===== src/rtl/out_ctl_if.sv =====
// Result stream interface for out_ctl: valid/ready beats with data and
// end-of-block marker.
interface out_ctl_if #(
    parameter int DW = 32
);
    logic          m_valid;
    logic          m_ready;
    logic [DW-1:0] m_data;
    logic          m_last;

    modport master (
        output m_valid,
        output m_data,
        output m_last,
        input  m_ready
    );

    modport slave (
        input  m_valid,
        input  m_data,
        input  m_last,
        output m_ready
    );
endinterface


===== src/rtl/out_ctl.sv =====
// Output controller: captures a finished kernel and streams N result words.
// Optional error flag enabled by macro OUTCTL_ERR_EN.
module out_ctl #(
    parameter int AW = 4,
    parameter int DW = 32
) (
    input  logic          clk,
    input  logic          rst,
    input  logic          s_init,
    input  logic          k_fin,
    output logic          out_busy,
    output logic          outrf,
    output logic          cap,
    output logic          ren,
    output logic [AW-1:0] oa,
    input  logic [DW-1:0] rd_data,
    out_ctl_if.master     m,
    output logic          err
);
    localparam int N = 1 << AW;

    typedef enum logic [1:0] {
        S_IDLE,
        S_CAP,
        S_DRAIN
    } state_t;

    state_t        r_state;
    state_t        w_next;
    logic [AW:0]   r_rcnt;
    logic [AW-1:0] r_bcnt;
    logic          r_inflight;
    logic          r_outrf;
    logic [DW-1:0] r_fifo [2];
    logic          r_wp;
    logic          r_rp;
    logic [1:0]    r_cnt;
    logic          w_pop;
    logic          w_push;
    logic          w_done;
    logic [2:0]    w_lvl;

    assign w_pop  = m.m_valid && m.m_ready;
    assign w_push = r_inflight;
    assign w_done = w_pop && (r_bcnt == AW'(N - 1));
    // Words buffered or in flight after this cycle's pop
    assign w_lvl  = {1'b0, r_cnt} + {2'b0, r_inflight} - {2'b0, w_pop};

    always_ff @(posedge clk or posedge rst) begin
        if (rst) r_state <= S_IDLE;
        else     r_state <= w_next;
    end

    always_comb begin
        w_next = r_state;
        unique case (r_state)
            S_IDLE:  if (k_fin) w_next = S_CAP;
            S_CAP:   w_next = S_DRAIN;
            S_DRAIN: if (w_done) w_next = S_IDLE;
            default: w_next = S_IDLE;
        endcase
    end

    always_comb begin
        cap      = 1'b0;
        out_busy = 1'b0;
        ren      = 1'b0;
        unique case (r_state)
            S_CAP: begin
                cap      = 1'b1;
                out_busy = 1'b1;
            end
            S_DRAIN: begin
                out_busy = 1'b1;
                ren      = !r_rcnt[AW] && (w_lvl < 3'd2);
            end
            default: ;
        endcase
    end

    always_ff @(posedge clk or posedge rst) begin
        if (rst) begin
            r_rcnt     <= '0;
            r_bcnt     <= '0;
            r_inflight <= 1'b0;
            r_outrf    <= 1'b0;
        end else begin
            if (cap)        r_rcnt <= '0;
            else if (ren)   r_rcnt <= r_rcnt + 1'b1;
            if (w_pop)      r_bcnt <= r_bcnt + 1'b1;
            r_inflight <= ren;
            r_outrf    <= w_done;
        end
    end

    always_ff @(posedge clk or posedge rst) begin
        if (rst) begin
            r_fifo[0] <= '0;
            r_fifo[1] <= '0;
            r_wp      <= 1'b0;
            r_rp      <= 1'b0;
            r_cnt     <= '0;
        end else begin
            if (w_push) begin
                r_fifo[r_wp] <= rd_data;
                r_wp         <= ~r_wp;
            end
            if (w_pop) r_rp <= ~r_rp;
            r_cnt <= r_cnt + {1'b0, w_push} - {1'b0, w_pop};
        end
    end

    assign oa       = r_rcnt[AW-1:0];
    assign outrf    = r_outrf;
    assign m.m_valid = (r_cnt != 2'd0);
    assign m.m_data  = r_fifo[r_rp];
    assign m.m_last  = m.m_valid && (r_bcnt == AW'(N - 1));

`ifdef OUTCTL_ERR_EN
    logic r_err;

    // A set in the same cycle as s_init wins over the clear
    always_ff @(posedge clk or posedge rst) begin
        if (rst)                        r_err <= 1'b0;
        else if (k_fin && out_busy)     r_err <= 1'b1;
        else if (s_init)                r_err <= 1'b0;
    end

    assign err = r_err;
`else
    logic w_unused_sinit;
    assign w_unused_sinit = s_init;
    assign err = 1'b0;
`endif
endmodule

===== src/flat_wrapper.sv =====
// flat-port wrapper written by rule: the top's interface ports become plain ports
module out_ctl_flat 
#(
    parameter int AW = 4,
    parameter int DW = 32
)
  (clk, rst, s_init, k_fin, out_busy, outrf, cap, ren, oa, rd_data, err, m_m_valid, m_m_data, m_m_last, m_m_ready);
  out_ctl_if #(.DW(DW)) m_i ();
  input  logic clk;
  input  logic rst;
  input  logic s_init;
  input  logic k_fin;
  output logic out_busy;
  output logic outrf;
  output logic cap;
  output logic ren;
  output logic [AW-1:0] oa;
  input  logic [DW-1:0] rd_data;
  output logic err;
  output wire logic [$bits(m_i.m_valid)-1:0] m_m_valid;
  output wire logic [$bits(m_i.m_data)-1:0] m_m_data;
  output wire logic [$bits(m_i.m_last)-1:0] m_m_last;
  input wire logic [$bits(m_i.m_ready)-1:0] m_m_ready;
  assign m_m_valid = m_i.m_valid;
  assign m_m_data = m_i.m_data;
  assign m_m_last = m_i.m_last;
  assign m_i.m_ready = m_m_ready;
  out_ctl #(.AW(AW), .DW(DW)) u_core (.clk(clk), .rst(rst), .s_init(s_init), .k_fin(k_fin), .out_busy(out_busy), .outrf(outrf), .cap(cap), .ren(ren), .oa(oa), .rd_data(rd_data), .m(m_i), .err(err));
endmodule

===== config.mk =====
export PLATFORM = sky130hd
export DESIGN_NAME = out_ctl_flat
export DESIGN_NICKNAME = d
export VERILOG_FILES = /design/src/rtl/out_ctl_if.sv /design/src/rtl/out_ctl.sv /design/src/flat_wrapper.sv
export SDC_FILE = /design/constraint.sdc
export NUM_CORES = 1
export LEC_CHECK = 0
export ABC_AREA = 1
export CORE_MARGIN = 2
export CORE_UTILIZATION = 40
export CTS_BUF_LIST = sky130_fd_sc_hd__clkbuf_2 sky130_fd_sc_hd__clkbuf_4 sky130_fd_sc_hd__clkbuf_8
export DETAILED_ROUTE_END_ITERATION = 10
export PLACE_DENSITY = 0.68
export RECOVER_POWER = 50
export SLEW_MARGIN = 10
export SYNTH_ARGS = -nofsm -noshare
export SYNTH_HDL_FRONTEND = slang
export SYNTH_SLANG_ARGS = --single-unit

===== constraint.sdc =====
create_clock -name clk -period 4.55 [get_ports clk]
set_input_delay 0.91 -clock clk [delete_from_list [all_inputs] [get_ports clk]]
set_output_delay 0.91 -clock clk [all_outputs]
set_load 0.01 [all_outputs]

==> impl_metrics.ini <==
[floorplan]
coreArea_mm2 = 0.009240
die_height_um = 101.6
initial_utilization_pct = 41.26
io_pins = 80
rows = 35
die_w_um = 101.6
fp.dieArea_mm2 = 0.01033

[clock_network]
clockRootBuffer = clkbuf_8
post_cts_buffers = 0
htreeDepth = 3
cts_hold_buf = 0
cts_made_buffers = 9
cts_tree = built
worstSkewPairLatency_ns = 0.34
clkTransAtPathRegs_ns = 0.07
clkSinkCount = 81
cts_buffer_depth = 2

[grt]
first_global_vias = 2958
gr-total-overflow = 0
grt_max_degree = 66
antenna_found_initial = 0
globalRouteTotalUtil_pct = 16.62
grt_pass1_wl_um = 13460

[worst_setup_path]
cp.required_ns = 3.64
cp-end-kind = output pin
setup.worst_path.start_class = input port
crit_type = input port to output pin
crit_path_max_fanout = 8
arrival_ns = 3.48

[routing]
drt-total-wl_um = 7851
vias_per_cell = 4.579
detail-route-antenna-nets = 0
firstDrtPassIters = 5
drc = 0
dr_total_vias = 2972
wire_per_inst_um = 12.10
drt-initial-drc-count = 127

[logic_synthesis]
synth_cell_types = 25
synth.cell_area_mm2 = 0.003812
ys_top_cells_by_area = dfrtp_1, nand2_1, o21ai_2
ys_seq_area_share_pct = 53.17
syn_area_per_cell_um2 = 8.491
syn_nets = 494
syn_inst = 449
synth_top_cell_by_area = dfrtp_1
synth-seq-cells = 81
yosysWarnings = 0
yosysTopAreaCellShare_pct = 53.17

[final_layout]
final_util_pct = 51.63
antenna_cells = 0
num-nets-final = 560
layout_common_cells = nand2_1, dfrtp_1, clkdlybuf4s50_1
layout-drive-gt1-share_pct = 4.423
fin_area_mm2 = 0.004771
final_common_cell = nand2_1
num-fill-cells = 904
area_delta_synth_final_pct = 25.14
final_cells = 649

[placement]
post_dp_cell_area_mm2 = 0.004608
placedCellCount = 633
dp_hpwl_um = 4928
gp_congestion = 0.7539
io_buffers = 77

[status]
status = finished, violations left
violations = max-capacitance violations, max-slew violations

[power]
powerDensity_mw_per_mm2 = 729.1
leakage_nw = 2.464
peakVddDrop_mv = 0.3400

[sta]
hold_viol = 0
drv_slew = 196
fin_crit_sh_pct = 96.56
tightest_slew_ns = 2.502
setup_tns_ns = 0
max_freq_mhz = 227.6
rsz0062_at_grt = false
slew_headroom_pct = -66.81
post-route-min-period_ns = 4.393
clock_skew_ns = 0.009138
setup_violations = 0

[worst_hold_path]
hp-class = flop to flop

[flow_run]
cap_violations = 3
-- cell families after synthesis --
logic type | Yosys count | share of synthesized area (%)
simple gates | 211 | 22.05
flops | 81 | 53.17
buf+inv | 74 | 9.091
compound gates | 66 | 10.93
xor+xnor | 8 | 1.838
fa+ha+maj | 8 | 2.822
other cells | 1 | 0.09836
-- stage by stage --
step	power (mW)	worst slack [ns]	hold slack [ns]
finish	3.479	0.1566	0.4887
global route	3.803	0.03749	0.5227
CTS	3.596	0.09791	0.4880
detailed placement	2.937	0.1164	0.4679
global placement	2.880	0.1780	0.4644
floorplan	2.237	1.220	0.4529
-- sequential cells by signal (all words and copies together) (netlist names) --
signal             cells
u_core.r_rcnt          5
u_core.r_rp            1
u_core.r_fifo         64
u_core.r_state         2
u_core.r_bcnt          4
u_core.r_inflight      1
u_core.r_wp            1
u_core.r_cnt           2
u_core.outrf           1
-- Yosys cell counts --
library cell,n
nor3_1,1
buf_6,6
dfrtp_1,81
ha_1,7
o21ai_0,34
inv_1,47
buf_2,4
fa_1,1
nand4_1,1
nor2_2,1
nor2_4,1
nand3_1,13
clkbuf_1,10
buf_4,5
inv_2,1
o21ai_1,9
conb_1,1
nand2_1,188
nor2_8,1
nor2_1,4
xnor2_1,3
clkinv_1,1
or2_1,1
xor2_1,5
o21ai_2,23
-- path summary, 6_finish.rpt --
kind                                endpoint         startpoint  cells past startpoint  slack, ns
max reg2reg                u_core.r_fifo[50]  u_core.r_inflight                      4       1.70
min in group asynchronous  u_core.r_fifo[58]                rst                      2       1.87
min reg2reg                u_core.r_fifo[35]  u_core.r_fifo[35]                      2       0.49
min                        u_core.r_fifo[35]  u_core.r_fifo[35]                      2       0.49
max in group asynchronous  u_core.r_fifo[33]                rst                      2       1.27
max                                      ren          m_m_ready                     11       0.16
-- report_power, final --
group          internal [mW]  switching [mW]  total [mW]
logic                  0.771           0.818        1.59
registers               1.06           0.192        1.25
clock network          0.381           0.259       0.641
total                   2.21            1.27        3.48
-- cell type report --
cell class	instances	area, µm²	share of cell area (%)
clock inverters	6	113.9	2.387
repair buffers	80	789.5	16.55
well taps	129	161.4	3.383
flip-flops and latches	81	2027	42.49
multi-input cells	294	1358	28.46
inverters	49	183.9	3.855
clock buffers	10	137.6	2.885
-- repair_timing --
item                       4_1_cts  5_1_grt
hold endpoints to repair         0        0
setup endpoints to repair        0        1
gates resized for setup          0        1
-- critical path, cell delays in order --
cell	delay (ns)
clkdlybuf4s50_1	0.45
inv_1	0.09
nor2_8	0.18
ha_1	0.25
inv_1	0.06
ha_1	0.15
fa_1	0.45
nor2_1	0.12
nand2_1	0.10
nor2_4	0.17
clkdlybuf4s50_1	0.55
-- per-layer routing --
layer / routed length, µm / track usage (%)
met2: 3528 / 26.62
met4: 87 / 6.237
met1: 3844 / 21.83
met3: 391 / 4.141
met5: 0 / 0
(Power assumes the default switching activity.)
